<file path="src/rtl/led_pattern_pkg.sv">
// ---------------------------------------------------------------------------
// led_pattern_pkg
//   Shared definitions for the LED pattern controller: key event codes,
//   pattern mode codes, the default base-tick period, the internal key-action
//   encoding and small pure helpers used by the controller.
// ---------------------------------------------------------------------------
package led_pattern_pkg;

  // 25 ms base tick at a 50 MHz clock.
  localparam int unsigned TICK_MAX_DEFAULT = 1_250_000;

  // One-hot key events; anything else on key_code means "no event".
  typedef enum logic [3:0] {
    KEY_S1   = 4'b0001,
    KEY_S2   = 4'b0010,
    KEY_S3   = 4'b0100,
    KEY_S4   = 4'b1000,
    KEY_NONE = 4'b1111
  } key_code_e;

  typedef enum logic [1:0] {
    MODE_RUN    = 2'd0,
    MODE_BOUNCE = 2'd1,
    MODE_FILL   = 2'd2,
    MODE_BLINK  = 2'd3
  } mode_e;

  // Action requested by the key sampled in the current cycle.
  typedef enum logic [2:0] {
    ACT_NONE,
    ACT_RUN,    // S1: toggle running
    ACT_MODE,   // S2: next mode
    ACT_SPEED,  // S3: next speed
    ACT_DIR     // S4: toggle direction
  } key_act_e;

  // Only the four exact one-hot codes are events; 1111, 0000 and any
  // multi-hot value fall through to ACT_NONE.
  function automatic key_act_e decode_key(input logic [3:0] code);
    case (code)
      KEY_S1:  return ACT_RUN;
      KEY_S2:  return ACT_MODE;
      KEY_S3:  return ACT_SPEED;
      KEY_S4:  return ACT_DIR;
      default: return ACT_NONE;
    endcase
  endfunction

  // A step happens every (8 >> spd) base ticks; the step counter runs
  // 0..(8 >> spd)-1, so this returns its terminal value (7, 3, 1, 0).
  function automatic logic [2:0] step_ticks_m1(input logic [1:0] spd);
    return 3'((4'd8 >> spd) - 4'd1);
  endfunction

  // Pattern state to active-low LED drive (0 = lit).
  function automatic logic [7:0] pattern_to_led(
    input mode_e       mode,
    input logic [2:0]  pos,
    input logic [3:0]  lvl,
    input logic        dir,
    input logic        blink_on
  );
    logic [7:0] lit;
    lit = '0;
    case (mode)
      MODE_RUN,
      MODE_BOUNCE: lit = 8'd1 << pos;
      // dir=0 fills from LED0 upward, dir=1 fills from LED7 downward.
      MODE_FILL:   lit = dir ? ~(8'hFF >> lvl) : 8'((9'd1 << lvl) - 9'd1);
      MODE_BLINK:  lit = {8{blink_on}};
      default:     lit = '0;
    endcase
    return ~lit;
  endfunction

endpackage

</file>
<file path="src/rtl/tick_gen.sv">
// ---------------------------------------------------------------------------
// tick_gen
//   Base tick generator. A counter runs 0..TICK_MAX-1 while en=1 and holds
//   while en=0; tick is asserted in the cycle the counter sits at
//   TICK_MAX-1 (and en=1), after which it wraps to 0.
//
//   Ports
//     clk   in   system clock, rising edge
//     rst   in   synchronous active-high reset, counter to 0
//     en    in   count enable
//     clr   in   synchronous counter clear (wins over counting)
//     tick  out  one-cycle base tick
// ---------------------------------------------------------------------------
module tick_gen
  import led_pattern_pkg::*;
#(
  parameter int unsigned TICK_MAX = TICK_MAX_DEFAULT
) (
  input  logic clk,
  input  logic rst,
  input  logic en,
  input  logic clr,
  output logic tick
);

  localparam int unsigned CW = (TICK_MAX > 1) ? $clog2(TICK_MAX) : 1;
  localparam logic [CW-1:0] CNT_LAST = CW'(TICK_MAX - 1);

  logic [CW-1:0] r_cnt;

  assign tick = en && (r_cnt == CNT_LAST);

  // NOTE: sequential state uses non-blocking assignments only, so every
  // flop in the design samples the values that existed before the edge.
  always_ff @(posedge clk) begin
    if (rst) begin
      r_cnt <= '0;
    end else if (clr) begin
      r_cnt <= '0;
    end else if (en) begin
      r_cnt <= tick ? '0 : r_cnt + CW'(1);
    end
  end

endmodule

</file>
<file path="src/rtl/led_pattern_ctrl.sv">
// ---------------------------------------------------------------------------
// led_pattern_ctrl
//   Eight-LED pattern controller driven by four one-cycle key events.
//   Four patterns (RUN, BOUNCE, FILL, BLINK) advance one step every
//   (8 >> spd) base ticks while running. Keys take effect on the edge where
//   they are sampled; a key landing on a step cycle wins and that step is
//   dropped. The LED drive is decoded from the previous cycle's pattern
//   state through a single register.
//
//   Ports
//     clk       in   system clock, rising edge
//     rst       in   synchronous active-high reset
//     key_code  in   4-bit key event (one-hot S1..S4, else no event)
//     led       out  8-bit active-low LED drive, registered
//     mode      out  current pattern mode, registered
//     running   out  1 = pattern advancing, 0 = paused
// ---------------------------------------------------------------------------
module led_pattern_ctrl
  import led_pattern_pkg::*;
#(
  parameter int unsigned TICK_MAX = TICK_MAX_DEFAULT
) (
  input  logic       clk,
  input  logic       rst,
  input  logic [3:0] key_code,
  output logic [7:0] led,
  output logic [1:0] mode,
  output logic       running
);

  // Pattern and control state.
  logic [7:0] r_led;
  mode_e      r_mode;
  logic       r_running;
  logic [1:0] r_spd;
  logic       r_dir;
  logic [2:0] r_pos;
  logic [3:0] r_lvl;          // FILL level 0..8
  logic       r_blink_on;     // BLINK phase, 0 = all off
  logic       r_bounce_down;  // BOUNCE heading, 0 = towards LED7
  logic [2:0] r_step_cnt;     // base ticks seen in the current step period

  key_act_e   w_act;
  logic       w_tick;
  logic       w_clr_cnt;
  logic       w_step_due;
  logic       w_step;
  logic       w_bounce_head;
  logic [2:0] w_bounce_pos;
  logic       w_bounce_flag;

  assign w_act = decode_key(key_code);

  // Mode and speed changes restart the step period from scratch.
  assign w_clr_cnt = (w_act == ACT_MODE) || (w_act == ACT_SPEED);

  tick_gen #(
    .TICK_MAX (TICK_MAX)
  ) u_tick_gen (
    .clk  (clk),
    .rst  (rst),
    .en   (r_running),
    .clr  (w_clr_cnt),
    .tick (w_tick)
  );

  assign w_step_due = w_tick && (r_step_cnt == step_ticks_m1(r_spd));
  // Any key event in the same cycle takes precedence and drops the step.
  assign w_step     = w_step_due && (w_act == ACT_NONE);

  // BOUNCE next position. At an end the heading is forced inward so the
  // dot never wraps, even if S4 has pointed the flag off the end.
  always_comb begin
    // NOTE: every combinational output gets a default first, so no path
    // leaves a signal unassigned and no latch is inferred.
    w_bounce_head = r_bounce_down;
    if (r_pos == 3'd7) begin
      w_bounce_head = 1'b1;
    end else if (r_pos == 3'd0) begin
      w_bounce_head = 1'b0;
    end
    w_bounce_pos  = w_bounce_head ? (r_pos - 3'd1) : (r_pos + 3'd1);
    // Reaching an end reverses the flag for the following step.
    w_bounce_flag = w_bounce_head;
    if (w_bounce_pos == 3'd7) begin
      w_bounce_flag = 1'b1;
    end else if (w_bounce_pos == 3'd0) begin
      w_bounce_flag = 1'b0;
    end
  end

  always_ff @(posedge clk) begin
    if (rst) begin
      r_led         <= 8'hFF;
      r_mode        <= MODE_RUN;
      r_running     <= 1'b0;
      r_spd         <= 2'd0;
      r_dir         <= 1'b0;
      r_pos         <= 3'd0;
      r_lvl         <= 4'd0;
      r_blink_on    <= 1'b0;
      r_bounce_down <= 1'b0;
      r_step_cnt    <= 3'd0;
    end else begin
      // Decode from the state held before this edge: one cycle of latency.
      r_led <= pattern_to_led(r_mode, r_pos, r_lvl, r_dir, r_blink_on);

      case (w_act)
        ACT_RUN: begin
          r_running <= ~r_running;
        end
        ACT_MODE: begin
          r_mode        <= mode_e'(r_mode + 2'd1);
          r_pos         <= 3'd0;
          r_lvl         <= 4'd0;
          r_blink_on    <= 1'b0;
          r_bounce_down <= 1'b0;
        end
        ACT_SPEED: begin
          r_spd <= r_spd + 2'd1;
        end
        ACT_DIR: begin
          r_dir         <= ~r_dir;
          r_bounce_down <= ~r_bounce_down;
        end
        default: begin
        end
      endcase

      // A due step that was dropped by a key still closes its period.
      if (w_clr_cnt) begin
        r_step_cnt <= 3'd0;
      end else if (w_tick) begin
        r_step_cnt <= w_step_due ? 3'd0 : r_step_cnt + 3'd1;
      end

      if (w_step) begin
        case (r_mode)
          MODE_RUN: begin
            r_pos <= r_dir ? (r_pos - 3'd1) : (r_pos + 3'd1);
          end
          MODE_BOUNCE: begin
            r_pos         <= w_bounce_pos;
            r_bounce_down <= w_bounce_flag;
          end
          MODE_FILL: begin
            r_lvl <= (r_lvl == 4'd8) ? 4'd0 : r_lvl + 4'd1;
          end
          MODE_BLINK: begin
            r_blink_on <= ~r_blink_on;
          end
          default: begin
          end
        endcase
      end
    end
  end

  assign led     = r_led;
  assign mode    = r_mode;
  assign running = r_running;

endmodule

</file>
<file path="config.mk">
export PLATFORM = sky130hd
export DESIGN_NAME = led_pattern_ctrl
export DESIGN_NICKNAME = d
export VERILOG_FILES = /design/src/rtl/led_pattern_pkg.sv /design/src/rtl/tick_gen.sv /design/src/rtl/led_pattern_ctrl.sv
export SDC_FILE = /design/constraint.sdc
export NUM_CORES = 1
export LEC_CHECK = 0
export CORE_MARGIN = 10
export CORE_UTILIZATION = 26
export CTS_BUF_LIST = sky130_fd_sc_hd__clkbuf_8
export CTS_CLUSTER_DIAMETER = 100
export DETAILED_ROUTE_END_ITERATION = 6
export GPL_TIMING_DRIVEN = 0
export PLACE_DENSITY = 0.45
export SYNTH_ARGS = -nofsm -noshare
export SYNTH_HDL_FRONTEND = slang
export SYNTH_HIERARCHICAL = 1
export SYNTH_SLANG_ARGS = --single-unit
export TNS_END_PERCENT = 50
</file>
<file path="constraint.sdc">
create_clock -name clk -period 2.6 [get_ports clk]
set_input_delay 0.65 -clock clk [delete_from_list [all_inputs] [get_ports clk]]
set_output_delay 0.65 -clock clk [all_outputs]
set_load 0.03 [all_outputs]
</file>
==> summary.md, run 1 <==
* input pin — Worst setup SP type
* complete, no violations — outcome
* 15 — largest net degree at the start of global routing
* 1.77% — met3 usage
* 0 — final antenna-violating net count
* 14.5% — met2 GRT Util
* 47 — Sinks on Clock Net
* 407 MHz — Max Clock Freq
* 136 — number of design-rule violations left by the first detailed-router iteration
* 3380 sq um — cell area after placement
* in -> reg — startpoint-to-endpoint class of the critical path
* 2.46 ns — Final Critical Period
* 13 — quantity of I/O buffers inserted on ports
* 0 — max-slew violation count
* 5.00 — via density per instance
* 0 — # Post-CTS Setup Buffers
* 0.00471 ns — final clock skew
* 6 — number of warning messages in the yosys log
* 378 — post-synthesis instance total
* 5.70 mm — post-DP HPWL
* 26.7% — starting density of the core
* 0% — proportion of synthesized flip-flops having asynchronous set or reset
* 8.11 sq um — average cell area after synthesis
* 14.8% — growth of design area from synthesis to finish
* 0 — count of final setup violators
* 2.67 ns — arrival time at the worst endpoint
* 94.5% — share of the clock period used by the worst path after layout
* 1233 — number of filler cells placed in the layout
* flip-flop — crit end category
* 0 — total count of hold-check failures in the final report
* 7.50 mm — Total Wirelength
* 0.09 ns — clock transition at the register clock pins on the worst setup and hold paths after CTS
* 12.8 mm — global-route wire length before repair
* 129 microns — horizontal die dimension
* met2 — busiest metal layer after global routing
* 2.81 ns — Worst EP required
* 39 — count of standard-cell rows
* 55 — number of distinct standard cells referenced by the synthesized netlist
* 0 — total overflow reported by the global router
* 2 — maximum level of the CTS H-tree
* 0.00119 uW — leakage power figure
* 0 — max cap viols
* 7 — depth of the worst register-to-register path
* 0 — Remaining DRCs
* built — CTS tree
* 0 — antenna violations before repair
* 5 — Num CTS Buffers
* 2 — CTS max path bufs
* 394 nW/um^2 — power per standard cell area
* 408 — Net Count, Synth
* sky130_fd_sc_hd__dfxtp_1 — most used flip-flop cell after synthesis
* 0.810 — routability congestion estimate from global placement
* 47 — register bit total from synthesis
* 30.7% — fraction of the yosys area taken by sequential cells
* 129 microns — overall die height
* 2706 — total via count in the routed design
* 0.622 ns — Least-Margin Pin Slew
* 11500 sq um — core outline area
* 9.16% — All-Layer GR Usage
* 0.29 ns — clock latency reported for the late side of the worst-skew pair
* 3070 sq um — Mapped Area
* 17 — IO Pins
* 427 — Final Net Count
* 0 — EDFF count, synth
* 12.6% — met1 capacity usage during global routing
* 4 — number of iterations in the first detailed-routing pass
* 3520 sq um — post-route cell area
* no — RSZ-0062 raised after global routing
* 1390 uW — overall power of the completed layout
* 9 — CP max FO
* reg -> reg — path class of the lowest-slack min-delay path
* sky130_fd_sc_hd__clkbuf_8 — library cell used as clock root buffer
* 8.79% — share of cells above drive strength 1
* 2 — Min-Delay Path Depth
* 0 — ant diodes
* 58.1% — Max-slew headroom
* 13.9 microns — post-detailed-route wirelength per cell
* 184 uV — Peak VDD IR
* 16500 sq um — overall die area
* 2578 — number of global-route vias before repair
[stage by stage]
stage / hold slack, ns / cells / TNS [ns] / util [%] / setup WS [ns]
floorplan: 0.466 / 378 / 0 / - / 0.227
detailed placement: 0.496 / 534 / -1.02 / 29.4 / -0.153
CTS: 0.510 / 541 / 0 / 30.5 / 0.00638
finish: 0.508 / 541 / 0 / 30.7 / 0.143
global route: 0.542 / 541 / 0 / 30.7 / 0.0128
global placement: 0.487 / 534 / -0.980 / 29.4 / -0.174
[cells in the mapped netlist (all sizes together) (2+ instances only)]
| cell | count | area share, % |
|---|---|---|
| a211oi | 2 | 0.49 |
| a21o | 2 | 0.49 |
| a21oi | 33 | 5.5 |
| a221oi | 2 | 0.57 |
| a22oi | 3 | 0.73 |
| a31o | 2 | 0.57 |
| a31oi | 2 | 0.41 |
| and3 | 8 | 1.7 |
| buf | 5 | 1.3 |
| clkbuf | 13 | 1.6 |
| dfxtp | 47 | 31 |
| ha | 24 | 9.8 |
| inv | 21 | 2.6 |
| mux2i | 7 | 2.3 |
| nand2 | 25 | 3.1 |
| nand2b | 7 | 1.4 |
| nand3 | 14 | 2.3 |
| nand3b | 4 | 0.98 |
| nand4 | 12 | 2.7 |
| nor2 | 41 | 5.0 |
| nor2b | 4 | 0.82 |
| nor3 | 9 | 1.5 |
| nor4 | 8 | 2.3 |
| nor4b | 4 | 1.3 |
| o211ai | 6 | 1.5 |
| o21ai | 21 | 3.8 |
| o311ai | 7 | 2.0 |
| o31ai | 2 | 0.49 |
| or2 | 2 | 0.41 |
| or3 | 5 | 1.3 |
| or4b | 2 | 0.65 |
| xnor2 | 15 | 4.3 |
| xor2 | 9 | 2.6 |
[registers in the layout, indices dropped and copies added, names as in the netlist]
name and flops:
mode 2, r_dir 1, r_lvl 4, running 1
r_bounce_down 1, r_blink_on 1, u_tick_gen/r_cnt 21, r_pos 3
r_step_cnt 3, r_spd 2, led 8
[report_power, final]
| part | internal, uW | total [uW] | switching [uW] |
|---|---|---|---|
| sequential | 724 | 728 | 4.36 |
| combinational | 35.7 | 96.2 | 60.5 |
| clock | 312 | 561 | 250 |
[worst max-delay path: stages]
cell                              delay [ns]
sky130_fd_sc_hd__clkdlybuf4s50_1        0.66
sky130_fd_sc_hd__inv_1                  0.16
sky130_fd_sc_hd__nor4_2                 0.47
sky130_fd_sc_hd__nor2_1                 0.26
sky130_fd_sc_hd__a311o_1                0.41
sky130_fd_sc_hd__o31ai_1                0.06
[path summary, 6_finish.rpt]
path | from | slack [ns] | to
hold / removal | r_step_cnt[1] | 0.51 | r_step_cnt[1]
setup / recovery | key_code[1] | 0.14 | r_bounce_down
hold reg to reg | r_step_cnt[1] | 0.51 | r_step_cnt[1]
setup reg to reg | u_tick_gen/r_cnt[0] | 0.23 | r_lvl[1]
[layout by cell type, fill, tap and decap left out, types with 7 or more instances in the layout]
master / instances
sky130_fd_sc_hd__inv_1: 21
sky130_fd_sc_hd__mux2i_1: 7
sky130_fd_sc_hd__o21ai_0: 20
sky130_fd_sc_hd__nand2_1: 25
sky130_fd_sc_hd__nand3_1: 13
sky130_fd_sc_hd__nand2b_1: 7
sky130_fd_sc_hd__clkbuf_1: 10
sky130_fd_sc_hd__dfxtp_1: 45
sky130_fd_sc_hd__nor3_1: 9
sky130_fd_sc_hd__ha_1: 24
sky130_fd_sc_hd__xnor2_1: 15
sky130_fd_sc_hd__clkdlybuf4s50_1: 13
sky130_fd_sc_hd__xor2_1: 9
sky130_fd_sc_hd__a21oi_1: 32
sky130_fd_sc_hd__nor2_1: 40
sky130_fd_sc_hd__nand4_1: 11
[area by class of cell]
class	count	area, sq um	share of cell area, %
multi-input cells	292	1990	56.4
plain buffers	17	86.3	2.45
inverters	21	78.8	2.24
clock inverters	2	35.0	0.995
clock buffers	6	82.6	2.35
flip-flops and latches	47	943	26.8
repair buffers	13	130	3.70
well taps	143	179	5.08
[kinds of logic after synthesis]
family          after synthesis  synth area share, %
compound gates               88                 18.4
simple gates                149                 26.5
mux                           7                 2.28
buf+inv                      39                 5.47
fa+ha+maj                    24                 9.79
xor+xnor                     24                 6.85
flops                        47                 30.7
[per-layer routing]
| metal | vias to the layer above | share of wire [%] |
|---|---|---|
| met5 | - | 0 |
| met4 | 0 | 0.71 |
| met3 | 2 | 3.8 |
| met2 | 33 | 45 |
| met1 | 1273 | 50 |
| li1 | 1398 | - |
[what timing repair did]
action | in CTS | in global routing
endpoints found under the setup margin | 9 | 10
endpoints found under the hold margin | 0 | 0
hold buffers | 0 | 0
gates resized for setup | 3 | 9
Note: power is estimated with default switching activity, not from simulation.
==> run 2: changes to the inputs <==
- CORE_ASPECT_RATIO: unset -> 1.75
- CORE_UTILIZATION: 26 -> 55
- PLACE_DENSITY: 0.45 -> 0.78
==> summary.md, run 2 (synthesis results as in run 1) <==
* 2.44 ns — Final Critical Period
* 58.6% — Max-slew headroom
* 2784 — total via count in the routed design
* 7.39 mm — Total Wirelength
* 0 — max cap viols
* 2 — Min-Delay Path Depth
* flip-flop — Worst setup SP type
* 4 — number of iterations in the first detailed-routing pass
* 5 — Num CTS Buffers
* 9080 sq um — overall die area
* 1370 uW — overall power of the completed layout
* 0 — total overflow reported by the global router
* built — CTS tree
* 144 microns — Met3 Routed Length
* 21 — number of flip-flops in the largest register
* 2.78 ns — Worst EP required
* 0 ns — setup TNS
* 57.4% — starting density of the core
* 0 — total count of hold-check failures in the final report
* 0.160 ns — post-route setup slack
* -0.0835 ns — worst setup slack before clock tree synthesis
* reg -> reg — path class of the lowest-slack min-delay path
* 63.9% — share of the core filled with cells
* 1970 sq um — area of the multi-input gates
* 0.31 ns — clock latency reported for the late side of the worst-skew pair
* 2 — CTS max path bufs
* 76.4 microns — horizontal die dimension
* 0.00118 uW — leakage power figure
* 16.6% — All-Layer GR Usage
* 1 — post-cts resize count
* 15.7 microns — post-detailed-route wirelength per cell
* 4.35 mm — met2 routed wirelength
* 402 nW/um^2 — power per standard cell area
* 5340 sq um — core outline area
* 9 — CP max FO
* 12.9 mm — global-route wire length before repair
* 2.62 ns — arrival time at the worst endpoint
* 0 — ant diodes
* 410 MHz — Max Clock Freq
* 11.3% — growth of design area from synthesis to finish
* 119 microns — overall die height
* 13 — quantity of I/O buffers inserted on ports
* 8.79% — share of cells above drive strength 1
* complete, no violations — outcome
* 35 — count of standard-cell rows
* 47 — Sinks on Clock Net
* reg -> reg — startpoint-to-endpoint class of the critical path
* flip-flop — crit end category
* 375 uV — Peak VDD IR
* 0.09 ns — clock transition at the register clock pins on the worst setup and hold paths after CTS
* sky130_fd_sc_hd__dfxtp_1 (45), sky130_fd_sc_hd__nor2_1 (40), sky130_fd_sc_hd__a21oi_1 (32), sky130_fd_sc_hd__nand2_1 (25), sky130_fd_sc_hd__ha_1 (24) — commonest non-fill, non-tap cells in the layout
* sky130_fd_sc_hd__dfxtp_1 — most common cell after layout, fill and taps aside
* 5.90 — via density per instance
* 0 — count of final setup violators
* 7 — depth of the worst register-to-register path
* 943 sq um — register area
* 17 — IO Pins
* u_tick_gen/r_cnt — register with the most flip-flops
* 0.00734 ns — final clock skew
* 0 — antenna violations before repair
* 16 — largest net degree at the start of global routing
* 93.8% — share of the clock period used by the worst path after layout
* 0.873 — routability congestion estimate from global placement
* 2888 — number of global-route vias before repair
* 0.619 ns — Least-Margin Pin Slew
* met4 — Top Metal Used
* 0 — final antenna-violating net count
* 0 — hold buffer count at CTS
* 2.69 mm — routed metal-1 wirelength
* 0 — max-slew violation count
* sky130_fd_sc_hd__clkbuf_8 — library cell used as clock root buffer
* 427 — Final Net Count
* 5.64 mm — post-DP HPWL
* 515 — number of filler cells placed in the layout
* 0.498 ns — final-layout worst hold slack
* 2 — maximum level of the CTS H-tree
* 0 — # Post-CTS Setup Buffers
* 161 — number of design-rule violations left by the first detailed-router iteration
* 0 — Remaining DRCs
run 2: changes by cell type in the layout (fill, tap and decap cells not counted):
cell	delta
sky130_fd_sc_hd__nor2_4	-1
sky130_fd_sc_hd__and3_4	-1
sky130_fd_sc_hd__clkinv_4	+1
sky130_fd_sc_hd__clkbuf_8	-1
sky130_fd_sc_hd__nand3_2	+1
sky130_fd_sc_hd__o311ai_1	+2
sky130_fd_sc_hd__nand3_4	-1
sky130_fd_sc_hd__and3_2	+1
sky130_fd_sc_hd__o311ai_0	-2
sky130_fd_sc_hd__nor2_2	+1
run 2: final timing paths:
check | start | endpoint | slack [ns]
worst max-delay path | u_tick_gen/r_cnt[0] | r_lvl[0] | 0.16
worst max register to register | u_tick_gen/r_cnt[0] | r_lvl[0] | 0.16
worst min-delay path | r_blink_on | r_blink_on | 0.50
worst min register to register | r_blink_on | r_blink_on | 0.50
run 2: final cells by class:
class	count	area share (%)
Inverter	21	2.31
Clock inverter	3	1.28
Buffer	17	2.53
Clock buffer	5	2.02
Timing Repair Buffer	13	3.81
Tap cell	74	2.71
Sequential cell	47	27.6
Multi-Input combinational cell	292	57.7
run 2: per-stage QoR:
step	cell area (sq um)	instances
6_report	3410	472
2_1_floorplan	3070	378
3_5_place_dp	3290	465
3_3_place_gp	3290	465
5_1_grt	3410	472
4_1_cts	3400	472
run 2: critical path: stages, from the launching register on:
cell and delay (ns):
sky130_fd_sc_hd__dfxtp_1 0.42, sky130_fd_sc_hd__ha_1 0.24, sky130_fd_sc_hd__nand4_2 0.23, sky130_fd_sc_hd__or3_4 0.48, sky130_fd_sc_hd__nor2_2 0.22, sky130_fd_sc_hd__nand3_2 0.23, sky130_fd_sc_hd__o311ai_0 0.38, sky130_fd_sc_hd__a21oi_1 0.11
run 2: power by group:
part	internal, uW	switching, uW	total (uW)
registers	724	4.66	729
clock network	287	260	547
logic	35.8	59.7	95.5
total	1050	325	1370
run 2: per-layer routing:
metal	vias up	GRT usage, %
met5	-	0
met4	0	7.48
met3	19	2.28
met2	40	34.3
met1	1332	14.9
li1	1393	-
==> run 3: changes to the inputs <==
- CORE_MARGIN: 10 -> unset
- CORE_UTILIZATION: 55 -> 46
- PLACE_DENSITY: 0.78 -> 0.68
==> summary.md, run 3 (synthesis results as in run 1) <==
* 14.9 microns — post-detailed-route wirelength per cell
* 0 — total overflow reported by the global router
* 2733 — total via count in the routed design
* 0 — # Post-CTS Setup Buffers
* 37.0% — Clock power frac
* r_step_cnt[1] — startpoint of the lowest-slack hold path
* 6490 sq um — core outline area
* 473 — number of instances in the placed design
* 0.23 ns — FF-to-FF setup slack
* in -> reg — startpoint-to-endpoint class of the critical path
* 2751 — number of global-route vias before repair
* 0 — total count of hold-check failures in the final report
* r_lvl[1] — Reg2Reg Launch Point
* 22.4% — All-Layer GR Usage
* 7010 sq um — overall die area
* 427 — Final Net Count
* 2 — CTS max path bufs
* 0 — ant diodes
* 0 — count of final setup violators
* key_code[1] — start point of the critical path
* 5.69 — via density per instance
* 0 — final antenna-violating net count
* 63.7 microns — horizontal die dimension
* 0.00117 uW — leakage power figure
* flip-flop — crit end category
* complete, no violations — outcome
* 9 — CP max FO
* 13 — quantity of I/O buffers inserted on ports
* 2.61 ns — arrival time at the worst endpoint
* 0.31 ns — clock latency reported for the late side of the worst-skew pair
* 420 MHz — Max Clock Freq
* 330 uW — switching power
* 237 uV — Peak VDD IR
* 91.6% — share of the clock period used by the worst path after layout
* 0.643 ns — Least-Margin Pin Slew
* 95 — number of design-rule violations left by the first detailed-router iteration
* 5.47 mm — post-DP HPWL
* 0.839 — routability congestion estimate from global placement
* 47 — Sinks on Clock Net
* 12.2 mm — global-route wire length before repair
* 47.3% — starting density of the core
* 0.511 ns — final-layout worst hold slack
* sky130_fd_sc_hd__dfxtp_1 — most common cell after layout, fill and taps aside
* reg -> reg — path class of the lowest-slack min-delay path
* 0 — max-slew violation count
* 0 — max cap viols
* 942 sq um — register area
* 977 uW — internal power contribution
* 8.54% — share of cells above drive strength 1
* 0 — Remaining DRCs
* 2.83 ns — Worst EP required
* sky130_fd_sc_hd__clkdlybuf4s50_1 — master of the slowest instance on the critical path
* 2 — maximum level of the CTS H-tree
* 7.14 mm — Total Wirelength
* sky130_fd_sc_hd__clkbuf_8 — library cell used as clock root buffer
* 16 — largest net degree at the start of global routing
* 57.0% — Max-slew headroom
* 0 — antenna violations before repair
* no — RSZ-0062 raised after global routing
* 0.10 ns — clock transition at the register clock pins on the worst setup and hold paths after CTS
* 25.2% — Sw Share
* clkdlybuf4s50_1 -> inv_1 -> nor4_2 -> nor2_1 -> a311o_1 -> o31ai_1 — CP Cell Sequence
* 11.5% — growth of design area from synthesis to finish
* 621 — number of filler cells placed in the layout
* 7.2% — Combinational Power Share
* 17 — IO Pins
* 382 nW/um^2 — power per standard cell area
* 55.7% — fraction of power consumed by sequential logic
* 1980 sq um — area of the multi-input gates
* input pin — Worst setup SP type
* 5 — Num CTS Buffers
* 4 — number of iterations in the first detailed-routing pass
* 0.0167 ns — final clock skew
* 2.38 ns — Final Critical Period
* 39 — count of standard-cell rows
* 110 microns — overall die height
* 21 — number of flip-flops in the largest register
* sky130_fd_sc_hd__dfxtp_1 (46), sky130_fd_sc_hd__nor2_1 (40), sky130_fd_sc_hd__a21oi_1 (32), sky130_fd_sc_hd__nand2_1 (25), sky130_fd_sc_hd__ha_1 (24) — commonest non-fill, non-tap cells in the layout
* 480 — Cell Count, Final, Fillers Out
* built — CTS tree
* u_tick_gen/r_cnt — register with the most flip-flops
* 0.61 ns — worst stage delay on the critical path
[run 3: cell count changes in the layout (fill, tap and decap cells not counted), sizes merged]
| cell | previous run | this run |
|---|---|---|
| bufinv | 1 | 0 |
| clkbuf | 17 | 18 |
| clkinv | 2 | 1 |
| clkinvlp | 0 | 1 |
[run 3: cell type report]
cell class                      count  area share [%]
Buffer                             17            2.52
Clock buffer                        6            2.41
Clock inverter                      2           0.475
Inverter                           21            2.30
Multi-Input combinational cell    292            57.9
Sequential cell                    47            27.5
Tap cell                           82            3.00
Timing Repair Buffer               13            3.80
[run 3: power by group through the flow]
stage	Sequential [uW]	Combinational [uW]	Clock, uW
4_1_cts	729	94.6	493
3_3_place_gp	745	92.8	0
5_1_grt	730	104	528
3_5_place_dp	746	94.4	0
6_report	729	94.5	484
2_1_floorplan	749	62.8	0
[run 3: repair_timing]
item,in CTS,in global routing
hold buffers,0,0
endpoints found under the setup margin,9,13
resized for setup,1,8
[run 3: routing by layer]
layer / track usage, % / wire length (microns) / vias up
met5: 0 / 0 / -
met4: 14.0 / 282 / 0
met3: 2.57 / 156 / 23
li1: - / - / 1394
met2: 43.8 / 3940 / 49
met1: 21.8 / 2760 / 1267
[run 3: path summary, 6_finish.rpt]
kind	endpoint	cells after the start
max	r_bounce_down	6
min	r_step_cnt[1]	2
min reg2reg	r_step_cnt[1]	2
max reg2reg	led[6]	10
[run 3: worst max-delay path, delay by kind of cell]
| family | cells | cell delay, ns |
|---|---|---|
| compound gates | 2 | 0.48 |
| simple gates | 2 | 0.73 |
| buf+inv | 2 | 0.75 |
[run 3: through the flow]
| stage | TNS, ns | utilization, % | power [uW] | setup WS [ns] | instance area, sq um |
|---|---|---|---|---|---|
| floorplan | 0 | - | 811 | 0.227 | 3070 |
| CTS | 0 | 52.4 | 1320 | 0.0186 | 3400 |
| detailed placement | -0.836 | 50.8 | 840 | -0.0795 | 3300 |
| finish | 0 | 52.7 | 1310 | 0.218 | 3420 |
| global placement | -0.293 | 50.8 | 838 | -0.0780 | 3300 |
| global route | 0 | 52.7 | 1360 | 0.00375 | 3420 |
